[src/rtl/top_udiv_19ns_9ns_12_seq.sv]
// rtl/top_udiv_19ns_9ns_12_seq.sv - sequential restoring divider, 19-bit / 9-bit, 12-bit quotient
// One quotient bit per clock-enabled edge, MSB first; results held until the next one is written.
module top_udiv_19ns_9ns_12_seq #(
  parameter ID         = 32'd1,
  parameter din0_WIDTH = 32'd19,
  parameter din1_WIDTH = 32'd9,
  parameter dout_WIDTH = 32'd12
) (
  input  logic                  clk,
  input  logic                  reset,
  input  logic                  ce,
  input  logic                  start,
  input  logic [din0_WIDTH-1:0] din0,
  input  logic [din1_WIDTH-1:0] din1,
  output logic                  ready,
  output logic                  done,
  output logic [dout_WIDTH-1:0] dout,
  output logic [din1_WIDTH-1:0] rem,
  output logic                  ovf
);

  localparam logic [1:0] IDLE = 2'd0;
  localparam logic [1:0] BUSY = 2'd1;
  localparam logic [1:0] DONE = 2'd2;

  localparam logic [4:0] LAST_STEP = 5'(din0_WIDTH - 1);

  logic [1:0]            state;
  logic [4:0]            cnt;
  logic [din0_WIDTH-1:0] work;     // dividend bits shift out of the top, quotient bits in at the bottom
  logic [din1_WIDTH-1:0] acc;
  logic [din1_WIDTH-1:0] divisor;

  logic [din1_WIDTH:0]   partial;
  logic [din1_WIDTH:0]   diff;
  logic                  take;
  logic [din1_WIDTH-1:0] next_acc;
  logic [din0_WIDTH-1:0] next_work;

  always_comb begin
    partial   = {acc, work[din0_WIDTH-1]};
    diff      = partial - {1'b0, divisor};
    take      = (partial >= {1'b0, divisor});
    next_acc  = take ? diff[din1_WIDTH-1:0] : partial[din1_WIDTH-1:0];
    next_work = {work[din0_WIDTH-2:0], take};
  end

  always_ff @(posedge clk) begin
    if (reset) begin
      state   <= IDLE;
      cnt     <= '0;
      work    <= '0;
      acc     <= '0;
      divisor <= '0;
      dout    <= '0;
      rem     <= '0;
      ovf     <= 1'b0;
    end else if (ce) begin
      case (state)
        IDLE, DONE: begin
          if (start && (din1 != '0)) begin
            divisor <= din1;
            work    <= din0;
            acc     <= '0;
            cnt     <= LAST_STEP;
            state   <= BUSY;
          end else if (start) begin
            dout  <= '1;
            rem   <= '0;
            ovf   <= 1'b1;
            state <= DONE;
          end else begin
            state <= IDLE;
          end
        end
        BUSY: begin
          work <= next_work;
          acc  <= next_acc;
          cnt  <= cnt - 5'd1;
          if (cnt == 5'd0) begin
            dout  <= next_work[dout_WIDTH-1:0];
            rem   <= next_acc;
            ovf   <= |next_work[din0_WIDTH-1:dout_WIDTH];
            state <= DONE;
          end
        end
        default: state <= IDLE;
      endcase
    end
  end

  assign ready = (state != BUSY);
  assign done  = (state == DONE);

endmodule

[config.mk]
export PLATFORM = sky130hd
export DESIGN_NAME = top_udiv_19ns_9ns_12_seq
export DESIGN_NICKNAME = d
export VERILOG_FILES = /design/src/rtl/top_udiv_19ns_9ns_12_seq.sv
export SDC_FILE = /design/constraint.sdc
export NUM_CORES = 1
export LEC_CHECK = 0
export ABC_AREA = 1
export BUFFER_PORTS_ARGS = -buffer_cell sky130_fd_sc_hd__buf_4
export CORE_MARGIN = 1.5
export CORE_UTILIZATION = 30
export CTS_CLUSTER_DIAMETER = 150
export DETAILED_ROUTE_END_ITERATION = 16
export PLACE_DENSITY = 0.55
export SLEW_MARGIN = 20
export SYNTH_ARGS = -nofsm -noshare
export SYNTH_HDL_FRONTEND = slang
export SYNTH_SLANG_ARGS = --single-unit
[constraint.sdc]
create_clock -name clk -period 3.07 [get_ports clk]
set_input_delay 0.307 -clock clk [delete_from_list [all_inputs] [get_ports clk]]
set_output_delay 0.307 -clock clk [all_outputs]
set_load 0.05 [all_outputs]
==> impl_metrics.py <==
metrics = {
    "run_status": {
        "run_status": "finished clean",
    },
    "yosys": {
        "post_synth_inst_count": 500,
        "synth_flop_cell": "sky130_fd_sc_hd__dfxtp_1",
        "post_synth.cell_area_avg_um2": 7.082,
        "area_contributors_post_synth": "sky130_fd_sc_hd__dfxtp_1, sky130_fd_sc_hd__inv_1, sky130_fd_sc_hd__nand2_1",
        "number_of_warning_messages_in_the_yosys_log": 0,
        "mappedNetlistArea_um2": 3541,
        "most_instantiated_cells_after_synthesis": "sky130_fd_sc_hd__inv_1, sky130_fd_sc_hd__nand2_1, sky130_fd_sc_hd__dfxtp_1, sky130_fd_sc_hd__nor2_1, sky130_fd_sc_hd__nand3_1",
        "synth_sequential_area_ratio_pct": 37.31,
        "synthArstFlopShare_pct": 0,
        "yosysMostFrequentCell": "sky130_fd_sc_hd__inv_1",
        "yosys.area.top_type_share_pct": 37.31,
        "synthDominantAreaCellType": "sky130_fd_sc_hd__dfxtp_1",
        "yosys.cell_types.count": 32,
        "synth_nets": 544,
        "synth.ff_latch_count": 66,
        "synth_enable_flop_cells": 0,
    },
    "floorplanning": {
        "die-height_um": 111.6,
        "die_w_um": 111.6,
        "start_util_pct": 30.88,
        "die_area_um2": 12460,
        "floorplan.rows": 39,
        "ioPinCount": 56,
        "design.core.area_um2": 11470,
    },
    "setup_path": {
        "critPathMaxFanout": 11,
        "critical_path.endpoint_type": "flop",
        "timing.critical_path.from_type": "flop",
        "critPathRequiredTime_ns": 3.35,
        "critPathKind": "reg2reg",
        "cp_data_arrival_time_ns": 2.52,
    },
    "layout": {
        "multiInputGateArea_um2": 1680,
        "num_antenna_cells": 0,
        "fillerInstances": 1216,
        "design_area_um2": 4237,
        "fin_cells": 689,
        "final_nets": 587,
        "layout.area.seq_um2": 1321,
        "share_of_layout_cells_above_drive_strength_1_pct": 16.85,
        "syn_to_final_growth_pct": 19.65,
    },
    "clocking": {
        "h-tree-depth": 3,
        "max-clock-path-buffers": 2,
        "post_cts.repair.setup_buffers": 0,
        "ctsHoldBuffers": 0,
        "cts-resized-gates": 0,
        "worstSkewPairLatency_ns": 0.33,
        "cts-root-buf": "sky130_fd_sc_hd__clkbuf_16",
        "cts-buffers-inserted": 9,
        "tritoncts": "built",
        "cts.reportedPaths.clkPinSlew_ns": 0.06,
        "numClockSinks": 66,
    },
    "power": {
        "p_per_area_nw_per_um2": 569.8,
        "leakagePower_nw": 2.211,
        "power.ir.vdd_worst_v": 0.0003363,
        "total_power_mw": 2.414,
    },
    "global_route": {
        "vias_in_the_first_global_route": 3138,
        "grt_first_pass_wirelength_um": 14680,
        "grt_util_all_layers_pct": 14.51,
        "global_route.overflow_total": 0,
        "grt_antenna_before_repair": 0,
        "grt_start_max_net_pins": 64,
    },
    "timing": {
        "totalNegativeSetupSlack_ns": 0,
        "period_minus_ws_final_ns": 2.244,
        "unrepaired_setup_endpoints_after_global_routing": "false",
        "final-setup-viol-count": 0,
        "tightest_slew_ns": 0.7670,
        "setup_slack_after_layout_ns": 0.8260,
        "hold_viol": 0,
        "fin_worst_skew_ns": 0.006764,
        "ratio_of_final_minimum_period_to_clock_period_pct": 73.09,
        "fmax_mhz": 445.6,
        "maxSlewViolCount": 0,
        "timing.max_slew.rel_slack_pct": 48.68,
    },
    "drt": {
        "antenna_violating_nets_post_route": 0,
        "drt_iter0_markers": 102,
        "post_dr_vias_cell": 4.668,
        "drt_first_pass_iters": 4,
        "route.vias.total": 3216,
        "route.detailed.drc": 0,
        "drt-total-wl_um": 8546,
        "avgRoutedWirePerCell_um": 12.40,
    },
    "placed_design": {
        "place_area_um2": 3976,
        "final_weighted_congestion_of_routability_driven_global_placement": 0.8172,
        "post-place-cells": 675,
        "port_buffers": 55,
        "detailedPlace.worstSlack_ns": 0.8620,
        "dpl.hpwl_um": 5997,
    },
    "min_path": {
        "worstHoldPathType": "in2reg",
    },
    "run": {
        "maxCapViolCount": 0,
    },
}
## report_power, final
group	leakage (nW)	total, mW	internal, mW	switching, mW
clock	0.127	0.922	0.556	0.366
sequential	0.541	0.959	0.917	0.0428
combinational	1.54	0.533	0.193	0.340
## path summary, 6_finish.rpt
| kind | startpoint | endpoint | slack [ns] | depth (start not counted) |
|---|---|---|---|---|
| min reg2reg | divisor[5]$_SDFFE_PP0P_ | divisor[5]$_SDFFE_PP0P_ | 0.46 | 2 |
| max reg2reg | work[18]$_SDFFE_PP0P_ | acc[0]$_SDFFE_PP0P_ | 0.83 | 14 |
| min | reset | state[0]$_SDFFE_PP0P_ | 0.22 | 2 |
| max | work[18]$_SDFFE_PP0P_ | acc[0]$_SDFFE_PP0P_ | 0.83 | 14 |
## kinds of logic (layout without fill, tap and decap cells)
| kind of cell | Yosys count | count (layout) | share of synthesized area [%] |
|---|---|---|---|
| buffers and inverters | 120 | 166 | 15.23 |
| adder cells (fa/ha/maj) | 12 | 12 | 4.452 |
| AO/OA/AOI/OAI | 109 | 109 | 18.16 |
| XOR/XNOR | 5 | 5 | 1.237 |
| AND/OR/NAND/NOR | 188 | 188 | 23.60 |
| flip-flops | 66 | 66 | 37.31 |
## sequential cells by signal, indices dropped and copies added (netlist names)
name	cells
acc	9
dout	12
rem	9
divisor	9
state	2
ovf	1
cnt	5
work	19
## critical path: stages, from the launching register on
cell and delay [ns]:
sky130_fd_sc_hd__dfxtp_1 0.36, sky130_fd_sc_hd__inv_1 0.06, sky130_fd_sc_hd__ha_1 0.21, sky130_fd_sc_hd__fa_1 0.41
sky130_fd_sc_hd__inv_1 0.07, sky130_fd_sc_hd__nand2_1 0.04, sky130_fd_sc_hd__nand2_1 0.10, sky130_fd_sc_hd__nand3_2 0.08
sky130_fd_sc_hd__nand2_1 0.09, sky130_fd_sc_hd__nand2_2 0.15, sky130_fd_sc_hd__nand2_2 0.23, sky130_fd_sc_hd__nand3_1 0.14
sky130_fd_sc_hd__nand3_1 0.12, sky130_fd_sc_hd__nand2_1 0.06, sky130_fd_sc_hd__inv_1 0.06
## metrics by stage
stage	util (%)	hold WS (ns)
floorplan	-	0.4276
global placement	34.68	0.4542
detailed placement	34.68	0.4619
CTS	36.94	0.2178
global route	36.94	0.2283
finish	36.94	0.2228
## placed cells by master (no fill, tap or decap), types with 6 or more instances in the layout
master                      count
sky130_fd_sc_hd__buf_4         60
sky130_fd_sc_hd__a31oi_1        9
sky130_fd_sc_hd__nand4_1       10
sky130_fd_sc_hd__o21ai_0       34
sky130_fd_sc_hd__dfxtp_1       66
sky130_fd_sc_hd__nand2_1       86
sky130_fd_sc_hd__ha_1          11
sky130_fd_sc_hd__clkbuf_16      9
sky130_fd_sc_hd__a21oi_1       24
sky130_fd_sc_hd__nor2_1        40
sky130_fd_sc_hd__o21ai_1       23
sky130_fd_sc_hd__inv_1         90
sky130_fd_sc_hd__o21bai_1       6
sky130_fd_sc_hd__nand3_1       37
sky130_fd_sc_hd__o211ai_1       7
## layer usage
layer / up-vias / track usage (%) / share of wire [%]
met1: 1445 / 16.48 / 44
met3: 13 / 4.845 / 6.1
met2: 68 / 25.24 / 48
met4: 0 / 5.401 / 1.8
met5: - / 0 / 0
li1: 1690 / - / -
## cell type report
class                   instances  area share [%]
multi-input cells             314           39.66
inverters                      92           8.151
repair buffers                 60           10.63
well taps                     143           4.223
clock buffers                  11           5.729
clock inverters                 3          0.4135
flip-flops and latches         66           31.19
Note: power is estimated with default switching activity, not from simulation.
